File: src/rtl/load_store_unit.sv
// Single-outstanding load/store unit: forms base+offset, range-checks it against
// MEM_DEPTH, performs at most one memory access and returns a tagged response.
module load_store_unit #(
  parameter int ADDR_W    = 16,
  parameter int DATA_W    = 16,
  parameter int MEM_DEPTH = 1024,
  parameter int CNT_W     = 16
) (
  input  logic              clk,
  input  logic              rst_n,
  input  logic              req_valid,
  output logic              req_ready,
  input  logic              req_write,
  input  logic [ADDR_W-1:0] req_base,
  input  logic [ADDR_W-1:0] req_offset,
  input  logic [DATA_W-1:0] req_wdata,
  input  logic [2:0]        req_rd,
  output logic              resp_valid,
  input  logic              resp_ready,
  output logic [DATA_W-1:0] resp_rdata,
  output logic [2:0]        resp_rd,
  output logic              resp_err,
  output logic [ADDR_W-1:0] mem_addr,
  output logic [DATA_W-1:0] mem_wdata,
  output logic              mem_read,
  output logic              mem_write,
  input  logic [DATA_W-1:0] mem_rdata,
  output logic [CNT_W-1:0]  cnt_loads,
  output logic [CNT_W-1:0]  cnt_stores,
  output logic [CNT_W-1:0]  cnt_errs,
  output logic [1:0]        dbgState
);

  // Handshakes: a transfer happens on a posedge where valid && ready are both high;
  // the sender keeps valid and its payload stable until that posedge.

  typedef enum logic [1:0] {
    IDLE    = 2'd0,
    ISSUE   = 2'd1,
    CAPTURE = 2'd2,
    RESP    = 2'd3
  } lsuState_e;

  localparam logic [ADDR_W:0] DEPTH_LIM = (ADDR_W+1)'(MEM_DEPTH);

  lsuState_e         state;
  lsuState_e         stateNext;
  logic [ADDR_W-1:0] effAddr;
  logic [ADDR_W-1:0] eaQ;
  logic              addrErr;
  logic              reqFire;
  logic              wrQ;
  logic              errQ;
  logic [DATA_W-1:0] wdataQ;
  logic [DATA_W-1:0] rdataQ;
  logic [2:0]        rdQ;
  logic [CNT_W-1:0]  loadCnt;
  logic [CNT_W-1:0]  storeCnt;
  logic [CNT_W-1:0]  errCnt;

  function automatic logic [CNT_W-1:0] satInc(input logic [CNT_W-1:0] v);
    return (v == '1) ? v : v + CNT_W'(1);
  endfunction

  // Same-width add drops the carry, so the address wraps modulo 2^ADDR_W.
  assign effAddr = req_base + req_offset;
  assign addrErr = ({1'b0, effAddr} >= DEPTH_LIM);
  assign reqFire = req_valid && req_ready;

  always_ff @(posedge clk or negedge rst_n) begin
    if (!rst_n) state <= IDLE;
    else        state <= stateNext;
  end

  always_comb begin
    stateNext = state;
    case (state)
      IDLE:    if (req_valid) stateNext = addrErr ? RESP : ISSUE;
      ISSUE:   stateNext = CAPTURE;
      CAPTURE: stateNext = RESP;
      RESP:    if (resp_ready) stateNext = IDLE;
      default: stateNext = IDLE;
    endcase
  end

  // Memory strobes are decoded from state so a reset removes them without waiting for a clock.
  always_comb begin
    req_ready  = (state == IDLE);
    resp_valid = (state == RESP);
    mem_read   = 1'b0;
    mem_write  = 1'b0;
    mem_addr   = '0;
    mem_wdata  = '0;
    if (state == ISSUE) begin
      mem_read  = !wrQ;
      mem_write = wrQ;
      mem_addr  = eaQ;
      mem_wdata = wdataQ;
    end
  end

  always_ff @(posedge clk or negedge rst_n) begin
    if (!rst_n) begin
      wrQ    <= 1'b0;
      errQ   <= 1'b0;
      wdataQ <= '0;
      rdataQ <= '0;
      rdQ    <= '0;
      eaQ    <= '0;
    end else begin
      if (reqFire) begin
        wrQ    <= req_write;
        wdataQ <= req_wdata;
        rdQ    <= req_rd;
        eaQ    <= effAddr;
        errQ   <= addrErr;
        rdataQ <= '0;
      end
      if (state == CAPTURE) rdataQ <= wrQ ? '0 : mem_rdata;
    end
  end

  always_ff @(posedge clk or negedge rst_n) begin
    if (!rst_n) begin
      loadCnt  <= '0;
      storeCnt <= '0;
      errCnt   <= '0;
    end else begin
      if (state == ISSUE) begin
        if (wrQ) storeCnt <= satInc(storeCnt);
        else     loadCnt  <= satInc(loadCnt);
      end
      if (reqFire && addrErr) errCnt <= satInc(errCnt);
    end
  end

  assign resp_rdata = rdataQ;
  assign resp_rd    = rdQ;
  assign resp_err   = errQ;
  assign cnt_loads  = loadCnt;
  assign cnt_stores = storeCnt;
  assign cnt_errs   = errCnt;
  assign dbgState   = state;

endmodule
File: config.mk
export PLATFORM = sky130hd
export DESIGN_NAME = load_store_unit
export DESIGN_NICKNAME = d
export VERILOG_FILES = /design/src/rtl/load_store_unit.sv
export SDC_FILE = /design/constraint.sdc
export NUM_CORES = 1
export LEC_CHECK = 0
export ABC_AREA = 0
export CAP_MARGIN = 20
export CORE_AREA = 5 5 110 112
export CTS_BUF_LIST = sky130_fd_sc_hd__clkbuf_16
export DETAILED_ROUTE_END_ITERATION = 7
export DIE_AREA = 0 0 115 117
export GPL_TIMING_DRIVEN = 0
export PLACE_DENSITY = 0.85
export SLEW_MARGIN = 0
export SYNTH_ARGS = -nofsm -noshare
export SYNTH_HDL_FRONTEND = slang
export SYNTH_SLANG_ARGS = --single-unit
File: constraint.sdc
create_clock -name clk -period 5.3 [get_ports clk]
set_clock_uncertainty 0.2 [all_clocks]
set_input_delay 1.06 -clock clk [delete_from_list [all_inputs] [get_ports clk]]
set_output_delay 1.06 -clock clk [all_outputs]
set_load 0.05 [all_outputs]
==> impl_results.rst <==
.. list-table::
   :header-rows: 1

   * - Metric
     - Value
   * - Status
     - complete, no violations
   * - Fraction of final layout cells sized beyond drive strength 1
     - 9.238%
   * - Die X-Extent
     - 115 µm
   * - Starting Density
     - 47.68%
   * - R2R Path Start
     - dbgState[1]
   * - Average routed wire per standard cell
     - 17.18 µm
   * - Die outline area
     - 13,460 µm²
   * - Diodes inserted
     - 0
   * - Final #Nets
     - 772
   * - Number of non-filler instances in the completed layout
     - 825
   * - Gp weighted congestion
     - 0.8374
   * - Setup Crit Path Kind
     - in -> reg
   * - Depth of the most critical reg-to-reg path
     - 8
   * - Filler Cells Inserted
     - 821
   * - Max transition margin
     - 59.08%
   * - Hold buffers post-CTS
     - 0
   * - Final setup viols
     - 0
   * - Static Leakage
     - 3.243 nW
   * - Die Height
     - 117 µm
   * - Core utilization of the finished layout
     - 68.31%
   * - Average vias per placed instance
     - 5.382
   * - Post-cts repair resize count
     - 0
   * - First-pass GRT wire length
     - 22.39 mm
   * - Initial detailed-routing violation count
     - 287
   * - Proportion of synthesized flip-flops having asynchronous set or reset
     - 100.0%
   * - Number of max-slew violations in the final report
     - 0
   * - Final Cycle Share
     - 79.14%
   * - Startpoint types
     - input port
   * - Synthesized area divided by synthesized cell count
     - 10.87 µm²
   * - Max Freq
     - 0.2384 GHz
   * - Smallest setup slack after layout
     - 1106 ps
   * - Combined area of all synthesized cells
     - 5305 µm²
   * - Maxcap violations
     - 0
   * - Total vias in the final route
     - 4,440
   * - Sequential fraction of the synthesis area
     - 48.58%
   * - Endpoint of the most critical setup path
     - cnt_errs[12]
   * - Post-CTS repair timing setup buffer count
     - 0
   * - Core Rows
     - 39
   * - Worst-case register-to-register setup slack
     - 2500 ps
   * - Shortest clock period the worst path allows after layout
     - 4194 ps
   * - Pin count of the biggest net entering global routing
     - 67
   * - Count of port buffers added during placement
     - 177
   * - TritonCTS clock tree
     - yes
   * - Top Ports
     - 178
   * - Actual slew at the worst max-slew pin
     - 613.8 ps
   * - Number of endpoints with negative hold slack in the final report
     - 0
   * - Synth cell types
     - 53
   * - Worst-path maximum fanout
     - 3
   * - Final HPWL DP
     - 11.05 mm
   * - Worst path required time
     - 5320 ps
   * - Flip-flop and latch count after synthesis
     - 103
   * - Syn Inst Count
     - 488
   * - Total number of clock tree sinks
     - 103
   * - Multi-input logic area
     - 2610 µm²
   * - Placement-stage worst setup slack
     - 798.1 ps
   * - RR Endpoint
     - cnt_loads[13]
   * - Maximum vdd drop
     - 0.0003941 V
   * - Post-detailed-route count of antenna-violating nets
     - 0
   * - Net Count, Synth
     - 583
   * - Synth warn
     - 0
   * - Primary FF master, synth
     - dfrtp_1
   * - Endpoint type of the worst setup path
     - flop
   * - Unrepaired setup endpoints after global routing
     - no
   * - H-Tree Level Count
     - 3
   * - Area of the core
     - 11,130 µm²
   * - Arrival time reported for the critical path endpoint
     - 4210 ps
   * - Residual DRC count
     - 0
   * - Area growth from synthesis to layout
     - 43.25%
   * - Cell area power density
     - 533.6 nW/µm²
   * - Seq. cell area
     - 2577 µm²
   * - CTS buffer count
     - 9
   * - Global router's overall resource usage
     - 20.90%
   * - Number of buffers on the longest clock path
     - 2
   * - Worst setup path startpoint
     - req_base[0]
   * - Worst Hold Class
     - reg -> reg
   * - Reg clk slew, reported paths
     - 70 ps
   * - Root buffer cell
     - clkbuf_16
   * - Total wirelength of the detailed-routed design
     - 14.17 mm
   * - Vias in the first global route
     - 4,530
   * - Inst Count DP
     - 809
   * - Number of antenna violations at the first check in global routing
     - 0
   * - Number of synthesized flops with an enable pin
     - 0
   * - Later-pin clock latency in the skew report
     - 340 ps
   * - Total congestion overflow
     - 0
   * - Pre-Repair DR Iteration Count
     - 4
==> layout make-up <==
cell class                 count  area share, %
clock buffer                   9          2.963
sequential                   103          33.92
clock inverter                 7          1.235
tap                          143          2.354
inverter                      12         0.5927
buffer                        16         0.9549
timing repair buffer         178          23.64
multi-input combinational    357          34.34
==> critical path, stage by stage <==
cell and delay [ps]:
clkdlybuf4s50_1 400, ha_1 260, fa_1 410, a21o_1 230
a311o_1 410, and3_1 190, or3_1 320, a22oi_2 270
a21oi_1 170, nand4_1 150, mux2_1 350
==> cell usage after synthesis, types with 12 or more instances <==
cell type	instances	area, µm²
dfrtp_1	103	2577
xnor2_1	39	341.6
nand2_1	44	165.2
nand4_1	15	93.84
ha_1	22	275.3
inv_1	12	45.04
nor2_1	18	67.56
nand3_1	18	90.09
and2_1	36	225.2
xor2_1	19	166.4
mux2_2	25	281.5
a21oi_1	16	80.08
o21ai_0	22	110.1
a22o_1	16	140.1
==> cell usage in the layout, fill, tap and decap left out, drive strengths merged, types with 2 or more instances in the layout <==
cell type,n
dfrtp,103
a211oi,2
o31a,2
bufinv,2
xor2,19
and3,7
o211ai,2
nand3,23
xnor2,39
inv,14
a31o,2
nor2b,3
o21a,2
a22o,16
mux2,27
nand2,44
a21o,8
clkdlybuf4s50,176
o21ai,23
nor2,18
nor4,3
and2,36
and4,2
or3,2
a21oi,18
nand4,15
ha,22
nand2b,2
nor3,4
clkbuf,19
o2bb2ai,2
clkinv,2
buf,8
==> registers in the layout, summed over array words and instances (netlist names) <==
name,count
wrQ,1
resp_rdata,16
dbgState,2
wdataQ,16
eaQ,16
resp_err,1
cnt_errs,16
cnt_loads,16
resp_rd,3
cnt_stores,16
==> power by group <==
part | leakage [nW] | internal [mW] | total [mW] | switching (mW)
logic | 1.76 | 0.776 | 2.12 | 1.34
clock network | 0.154 | 0.415 | 0.708 | 0.293
registers | 1.33 | 1.05 | 1.23 | 0.187
==> layer usage <==
metal  GRT usage (%)  wire length, µm
met1           24.30             5553
met2           38.23             7433
met3           3.393              766
met4           8.764              416
met5               0                0
==> metrics by stage <==
stage	setup TNS, ps	cell area [µm²]	power, mW	hold slack (ps)
2_1_floorplan	0	5305	2.618	231.1
6_report	0	7600	4.055	262.0
3_5_place_dp	0	7281	3.366	250.7
3_3_place_gp	-77080	7256	3.295	245.7
4_1_cts	0	7600	4.082	265.8
5_1_grt	0	7600	4.247	303.9
==> logic make-up (layout without fill, tap and decap cells) <==
logic type,after synthesis,after routing,share of synthesized area [%]
compound gates,87,87,11.75
xor+xnor,58,58,9.576
fa+ha+maj,23,23,5.566
buf+inv,28,222,2.217
flops,103,103,48.58
mux,27,27,5.731
simple gates,162,162,16.58
==> how the worst min path moves through the flow <==
stage	from	depth (start not counted)	end	slack, ps
floorplan	eaQ[11]	2	eaQ[11]	230
global placement	eaQ[11]	2	eaQ[11]	250
CTS	eaQ[11]	2	eaQ[11]	270
detailed placement	eaQ[11]	2	eaQ[11]	250
global route	eaQ[11]	2	eaQ[11]	300
finish	eaQ[11]	2	eaQ[11]	260
Note: power is estimated with default switching activity, not from simulation.
